--- config.mk ---
export PLATFORM = sky130hd
export DESIGN_NAME = i2c_arbiter
export DESIGN_NICKNAME = d
export VERILOG_FILES = /design/src/rtl/i2c_arbiter.sv
export SDC_FILE = /design/constraint.sdc
export NUM_CORES = 1
export LEC_CHECK = 0
export BUFFER_PORTS_ARGS = -buffer_cell sky130_fd_sc_hd__clkbuf_2
export CAP_MARGIN = 15
export CORE_MARGIN = 1
export CORE_UTILIZATION = 50
export CTS_CLUSTER_SIZE = 14
export DETAILED_ROUTE_END_ITERATION = 12
export HOLD_SLACK_MARGIN = 0.1
export PLACE_DENSITY = 0.9
export SLEW_MARGIN = 0
export SYNTH_ARGS = -nofsm -noshare
export SYNTH_HDL_FRONTEND = slang
export SYNTH_SLANG_ARGS = --single-unit
--- constraint.sdc ---
create_clock -name clk -period 6.95 [get_ports clk]
set_input_delay 0.695 -clock clk [delete_from_list [all_inputs] [get_ports clk]]
set_output_delay 0.695 -clock clk [all_outputs]
set_load 0.01 [all_outputs]
--- src/rtl/i2c_arbiter.sv ---
// Round-robin arbiter that lets NREQ requesters share one I2C master, sequencing
// the control-word write and tracking master busy to report completion status.
module i2c_arbiter #(
  parameter int NREQ          = 4,
  parameter int ISSUE_TIMEOUT = 16
) (
  input  logic                 clk,
  input  logic                 reset,
  input  logic [NREQ-1:0]      req,
  input  logic [32*NREQ-1:0]   req_ctrl,
  input  logic [NREQ-1:0]      req_read,
  output logic [NREQ-1:0]      gnt,
  output logic [NREQ-1:0]      done,
  output logic [31:0]          rsp_status,
  output logic                 rsp_err,
  output logic [31:0]          m_ctrl_data,
  output logic                 m_wr_ctrl,
  output logic                 m_read,
  input  logic [31:0]          m_status
);

  localparam int IW = (NREQ > 1) ? $clog2(NREQ) : 1;
  localparam int CW = $clog2(ISSUE_TIMEOUT + 1);

  typedef enum logic [2:0] {
    StIdle,
    StWaitReady,
    StIssue,
    StWaitBusy,
    StWaitDone,
    StRespond
  } state_e;

  state_e          r_state;
  logic [IW-1:0]   r_last;
  logic [CW-1:0]   r_cnt;
  logic [NREQ-1:0] r_gnt;
  logic [NREQ-1:0] r_done;
  logic [31:0]     r_status;
  logic            r_err;
  logic [31:0]     r_ctrl;
  logic            r_wr_ctrl;
  logic            r_read;

  logic            w_busy;
  logic            w_found;
  logic [IW-1:0]   w_win;
  logic [IW-1:0]   w_cand;
  int              w_c;
  logic [NREQ-1:0] w_onehot;
  logic [31:0]     w_ctrl;
  logic            w_rd;

  assign w_busy = m_status[31];

  // Search begins one past the last winner so every requester gets a turn.
  always_comb begin
    w_found = 1'b0;
    w_win   = '0;
    w_c     = 0;
    w_cand  = '0;
    for (int k = 1; k <= NREQ; k++) begin
      w_c    = (int'(r_last) + k) % NREQ;
      w_cand = IW'(w_c);
      if (!w_found && req[w_cand]) begin
        w_found = 1'b1;
        w_win   = w_cand;
      end
    end
  end

  always_comb begin
    w_onehot = '0;
    w_ctrl   = '0;
    w_rd     = 1'b0;
    for (int i = 0; i < NREQ; i++) begin
      if (w_win == IW'(i)) begin
        w_onehot[i] = 1'b1;
        w_ctrl      = req_ctrl[32*i +: 32];
        w_rd        = req_read[i];
      end
    end
  end

  always_ff @(posedge clk or posedge reset) begin
    if (reset) begin
      r_state   <= StIdle;
      r_last    <= IW'(NREQ - 1);
      r_cnt     <= '0;
      r_gnt     <= '0;
      r_done    <= '0;
      r_status  <= '0;
      r_err     <= 1'b0;
      r_ctrl    <= '0;
      r_wr_ctrl <= 1'b0;
      r_read    <= 1'b0;
    end else begin
      r_wr_ctrl <= 1'b0;
      r_done    <= '0;
      unique case (r_state)
        StIdle: begin
          if (w_found) begin
            r_gnt   <= w_onehot;
            r_last  <= w_win;
            r_ctrl  <= w_ctrl;
            r_read  <= w_rd;
            r_state <= StWaitReady;
          end
        end
        StWaitReady: begin
          // Strobe is only raised after busy was seen low, so it never overlaps busy.
          if (!w_busy) begin
            r_wr_ctrl <= 1'b1;
            r_state   <= StIssue;
          end
        end
        StIssue: begin
          r_cnt   <= CW'(ISSUE_TIMEOUT);
          r_state <= StWaitBusy;
        end
        StWaitBusy: begin
          if (w_busy) begin
            r_state <= StWaitDone;
          end else begin
            r_cnt <= r_cnt - CW'(1);
            if (r_cnt <= CW'(1)) begin
              r_err    <= 1'b1;
              r_status <= m_status;
              r_done   <= r_gnt;
              r_gnt    <= '0;
              r_state  <= StRespond;
            end
          end
        end
        StWaitDone: begin
          if (!w_busy) begin
            r_err    <= 1'b0;
            r_status <= m_status;
            r_done   <= r_gnt;
            r_gnt    <= '0;
            r_state  <= StRespond;
          end
        end
        StRespond: begin
          r_state <= StIdle;
        end
        default: begin
          r_state <= StIdle;
        end
      endcase
    end
  end

  assign gnt         = r_gnt;
  assign done        = r_done;
  assign rsp_status  = r_status;
  assign rsp_err     = r_err;
  assign m_ctrl_data = r_ctrl;
  assign m_wr_ctrl   = r_wr_ctrl;
  assign m_read      = r_read;

endmodule
==> results of run 1 <==
-- through the flow --
step / cells / utilization (%) / setup slack, ns / hold WS, ns / area (sq um)
6_report: 867 / 67.4 / 4.11 / 0.439 / 6350
5_1_grt: 867 / 67.4 / 3.97 / 0.482 / 6350
4_1_cts: 866 / 67.2 / 4.20 / 0.496 / 6330
3_5_place_dp: 850 / 65.3 / 3.82 / 0.475 / 6140
3_3_place_gp: 850 / 65.3 / 3.94 / 0.467 / 6140
2_1_floorplan: 526 / - / 4.09 / 0.488 / 4940
-- per-layer routing --
layer | GRT usage, % | vias up | routed length [um]
met5 | 0 | - | 0
met4 | 12.6 | 0 | 363
met3 | 7.04 | 37 | 1450
met2 | 56.9 | 349 | 8090
met1 | 35.3 | 2486 | 6090
li1 | - | 2409 | -
-- power breakdown --
group | internal (mW) | switching (mW)
Clock | 0.138 | 0.196
Sequential | 0.720 | 0.163
Combinational | 0.480 | 0.729
Total | 1.34 | 1.09
-- final timing paths --
check / startpoint / end / cells past startpoint / slack, ns
worst max-delay path: req[2] / m_ctrl_data[12] / 6 / 4.11
worst min-delay path: reset / rsp_status[4] / 3 / 0.44
worst max register to register: r_state[2] / m_ctrl_data[12] / 5 / 4.42
worst min register to register: rsp_status[25] / rsp_status[25] / 1 / 0.50
max in group asynchronous: reset / r_last[0] / 4 / 5.84
min in group clk: rsp_status[25] / rsp_status[25] / 1 / 0.50
-- critical path: stages --
cell and delay (ns):
clkbuf_2 0.58, or4_1 0.26, nand2_2 0.45, a2111oi_4 0.39, buf_4 0.42, a32oi_1 0.18
-- synthesized netlist by cell type (all sizes together) (2+ instances only) --
library cell	count	area share, %
a21o	2	0.30
a21oi	2	0.20
a32oi	34	6.2
buf	22	2.6
clkbuf	33	2.5
dfrtp	82	42
dfstp	2	1.1
ha	2	0.51
inv	8	0.61
mux2	31	7.1
nand2	43	3.3
nand2b	3	0.38
nand3	35	3.5
nor2	12	0.91
nor2b	3	0.38
nor3	7	0.71
nor3b	34	5.2
nor4	3	0.38
o2111ai	33	5.9
o21ai	73	7.4
o21ba	2	0.41
o2bb2ai	3	0.53
or3	34	4.3
xnor2	3	0.53
-- kinds of logic after synthesis --
kind of cell,after synthesis
AOI/OAI and AO/OA,161
xor gates and xnor gates,3
and+or+nand+nor,180
other,1
buffers and inverters,63
adders and majority gates,2
DFF,84
muxes,32
-- flip-flops by register name (all words and copies together), names as in the netlist --
name / count
m_ctrl_data: 32
rsp_status: 31
r_cnt: 5
done: 4
gnt: 4
r_state: 3
r_last: 2
m_read: 1
m_wr_ctrl: 1
rsp_err: 1
-- cell type report --
cell class,count,area (sq um),area share [%]
Inverter,8,31.3,0.493
Sequential cell,84,2100,33.1
Multi-Input combinational cell,379,2580,40.6
Clock buffer,10,128,2.01
Tap cell,129,161,2.54
Clock inverter,6,56.3,0.887
Timing Repair Buffer,251,1290,20.3
==> results.md, run 1 <==
- Die height: 101 um
- Final WL: ~16000 um
- Clock Root Buffer: clkbuf_8
- Post-synth cell types: between 50 and 60
- Setup TNS: 0 ns
- Number of I/O pins: ~250
- Die Width: slightly above 100 um
- Synth async-reset ratio: between 90% and 100%
- Post-Syn Area: ~5000 sq um
- Primary FF master, synth: dfrtp_1
- Ys Warns: 0
- WP data required: just over 7 ns
- Max Clock Skew: slightly below 0.02 ns
- IO Port Bufs: roughly 240
- Avg Vias per Cell: 6.09
- Hold Crit Class: in2async
- Final HPWL DP: approximately 12000 um
- Design Power: around 2.4 mW
- Starting Density: ~52%
- Mux cell area share after synthesis: between 7 and 8%
- Compound-cell area share of the yosys netlist: 23.2%
- Clock tree buffer depth: 2
- #FFs+latches synth: 84
- RSZ-0062 raised after global routing: false
- Die area: slightly above 10000 sq um
- CP startpoint kind: input pin
- Final slew viol count: 0
- Layout cell share with drive strength beyond 1: around two fifths
- Peak fanout along the critical path: 39
- Max Cap Viol: 0
- DR pass1 iterations: 5
- Fill cells: around 730
- Syn_area_per_cell: 9.39 sq um
- Via Count: roughly 5300
- Post-CTS setup buffers: 0
- Final Setup Violations: 0
- Hold_buf cts: 0
- Syn nets: around 700
- Pin count of the biggest net entering global routing: 85
- Layout Nets: 905
- PD cells: around 380 nW/um^2
- Post-Synth Simple-Gate Area: 20.1%
- Num CTS Buffers: 9
- Worst IR Drop VDD: about 0.16 mV
- Fmax: roughly 350 MHz
- Crit path capture type: register
- Clk_lat worst skew: 0.36 ns
- # DRC: 0
- Commonest non-fill, non-tap cell in the layout: clkbuf_2
- Final GP Congestion: 0.825
- GRT overflow: 0
- Rel. slew slack: 26.1%
- Clock Pin Slew Worst Setup and Hold Paths: roughly 0.09 ns
- Post-Syn Instances: roughly 530
- First-pass GRT wire length: 24800 um
- Post_cts resized: 0
- LEAKAGE: 2.91 nW
- Adder-Cell Fraction of Synth Area: less than 1%
- Seq/Total Area, Yosys: about 43%
- Post-DR wirelength/cell: 18.5 um
- Cell Rows: 35
- Final min period: 2.84 ns
- Post-synth EDFFs: 0
- CTS tree: built
- Setup CP Type: in2reg
- Initial DRC count: 230
- Slew @ Worst Pin: ~1.1 ns
- Core area: 9420 sq um
- GRT Resource Usage Total: between 30% and 40%
- Final Hold Viols: 0
- Largest family of logic cells by synthesized area: compound AO/OA/AOI/OAI gates
- Synth Area in XOR/XNOR: less than 1%
- Final ANT Viol Nets: 0
- Area delta synth->final: 28.6%
- Leading cell types in the layout, fill and taps excluded: clkbuf_2 (243), dfrtp_1 (82), o21ai_0 (71)
- Critical Path AT: a little over 3 ns
- Ant. Diodes: 0
- Clock sink total: 84
- Status: finished clean
- Number of H-tree levels: 3
- Initial antenna violation count: 0
- Vias in the first global route: approximately 5200
- Tcrit/Tclk final: around two fifths
(Power assumes the default switching activity.)
==> run 2, diff against run 1 <==
Settings changed: CORE_UTILIZATION 50 to 42, PLACE_DENSITY 0.9 to 0.81.
Clock period 6.95 ns to 2.55 ns, I/O delays scaled along.
==> run 2 against run 1 <==
Compared with the run above: register-to-register slack worse by 4.1 ns; routed wire length is 4.4% higher; critical path depth is 2 lower; count of clock-buffer cells in the layout is 1 lower; cell count is 3.1% higher; core utilization is 9.8 points lower; worst hold slack worse by 0.30 ns; highest routed layer unchanged.
==> results.md, run 2 (synthesis gave the netlist of run 1 again) <==
- Status: finished clean
- Pin count of the biggest net entering global routing: 52
- Rel. slew slack: 25.7%
- DR pass1 iterations: 6
- Final ANT Viol Nets: 0
- Final HPWL DP: around 12000 um
- Post-DR wirelength/cell: approximately 19 um
- Clk_lat worst skew: 0.34 ns
- Design Power: about 7.1 mW
- Via Count: about 5400
- Slew @ Worst Pin: 1.11 ns
- RSZ-0062 raised after global routing: false
- Hold Crit Class: in2reg
- Max Cap Viol: 0
- Fmax: ~450 MHz
- IO Port Bufs: 243
- Vias in the first global route: approximately 5400
- PD cells: between 1000 and 1500 nW/um^2
- Commonest non-fill, non-tap cell in the layout: clkbuf_2
- Post-CTS setup buffers: 0
- WP data required: between 2 and 3 ns
- Largest register FFs: 32
- Initial antenna violation count: 2
- Area delta synth->final: 33.2%
- Cell Rows: 39
- Setup CP Type: reg2reg
- Die Width: 110 um
- Avg Vias per Cell: around 6.0
- Crit path capture type: register
- Placed instance count: a little under 900
- Final Setup Violations: 0
- Layout Nets: between 900 and 1000
- Worst IR Drop VDD: about 0.67 mV
- Non-Filler Instances: 894
- Slowest Stage Delay on Critical Path: approximately 0.93 ns
- Final min period: around 2.2 ns
- Max Clock Skew: between 0.005 and 0.006 ns
- Clock sink total: 84
- Die height: 110 um
- Clock Pin Slew Worst Setup and Hold Paths: 0.07 ns
- Number of I/O pins: 245
- Peak fanout along the critical path: 34
- Final slew viol count: 0
- Final GP Congestion: between 0.8 and 0.9
- Core area: between 10000 and 15000 sq um
- CP startpoint kind: register
- Layout cell share with drive strength beyond 1: about 43%
- LEAKAGE: slightly above 3 nW
- WHS Path Cells: 2
- Fill cells: around 980
- Dpl ws: 0.299 ns
- Number of H-tree levels: 3
- Clock Root Buffer: clkbuf_16
- Crit path max-delay cell type: a21o_1
- GRT Resource Usage Total: 27.8%
- CTS tree: built
- Reg2Reg Depth: 4
- Cell-by-cell trace of the critical path: nor2b_1 > a21o_1 > o21ai_0 > a32oi_1
- Setup TNS: 0 ns
- Critical Path AT: around 2.5 ns
- # DRC: 0
- Starting Density: 43.2%
- Final WL: roughly 17000 um
- GRT overflow: 0
- Leading cell types in the layout, fill and taps excluded: clkbuf_2 (243), dfrtp_1 (82), o21ai_0 (71)
- Crit path setup slack, layout: about 0.32 ns
- Initial DRC count: about 450
- Clock tree buffer depth: 2
- First-pass GRT wire length: roughly 27000 um
- Die area: approximately 12000 sq um
- Tcrit/Tclk final: 87.5%
- Num CTS Buffers: 9
- Final Hold Viols: 0
## run 2: changes by cell type in the layout (fill, tap and decap cells not counted), sizes merged
cell,before,now
dlygate4sd3,0,1
bufinv,0,1
clkbuf,253,252
clkinvlp,1,0
diode,0,2
buf,8,19
## run 2: what timing repair did
item                                    4_1_cts  5_1_grt
hold buffers                                  1        0
endpoints found under the hold margin        33        0
endpoints found under the setup margin        0        0
gates resized for setup                       0        0
## run 2: cell type report
cell class | instances | area [sq um] | share of cell area, %
diodes | 2 | 5.00 | 0.0761
clock buffers | 9 | 225 | 3.42
clock inverters | 6 | 72.6 | 1.10
inverters | 8 | 31.3 | 0.476
multi-input cells | 379 | 2580 | 39.2
flip-flops and latches | 84 | 2100 | 32.0
well taps | 143 | 179 | 2.72
repair buffers | 263 | 1380 | 21.0
## run 2: routing by layer
| metal | wire length (um) | up-vias | GRT usage, % |
|---|---|---|---|
| met5 | 0 | - | 0 |
| met4 | 403 | 0 | 10.3 |
| met3 | 1340 | 47 | 6.75 |
| met2 | 8220 | 341 | 48.2 |
| met1 | 6750 | 2550 | 33.3 |
| li1 | - | 2449 | - |
## run 2: power by group
group	switching, mW	leakage (nW)	total, mW	internal (mW)
combinational	2.00	1.84	3.37	1.37
sequential	0.428	1.04	2.39	1.97
clock	0.586	0.148	1.35	0.768
total	3.02	3.02	7.12	4.10
## run 2: final timing paths
check                                from              end  slack [ns]
max                             r_last[0]  m_ctrl_data[15]        0.32
min                          m_status[22]   rsp_status[22]        0.13
max reg2reg                     r_last[0]  m_ctrl_data[15]        0.32
min reg2reg                rsp_status[25]   rsp_status[25]        0.49
max in group asynchronous           reset        r_last[1]        1.29
min in group asynchronous           reset    rsp_status[3]        0.53
## run 2: worst max-delay path: cells and delay by family, from the launching register on
kind	cells	cell delay, ns
compound gates	3	1.40
flops	1	0.40
simple gates	1	0.34
## run 2: through the flow
stage / util [%] / hold slack (ns) / area, sq um
2_1_floorplan: - / 0.390 / 4940
3_3_place_gp: 54.9 / 0.338 / 6260
3_5_place_dp: 54.9 / 0.350 / 6260
4_1_cts: 57.6 / 0.130 / 6570
5_1_grt: 57.6 / 0.133 / 6570
6_report: 57.6 / 0.134 / 6580
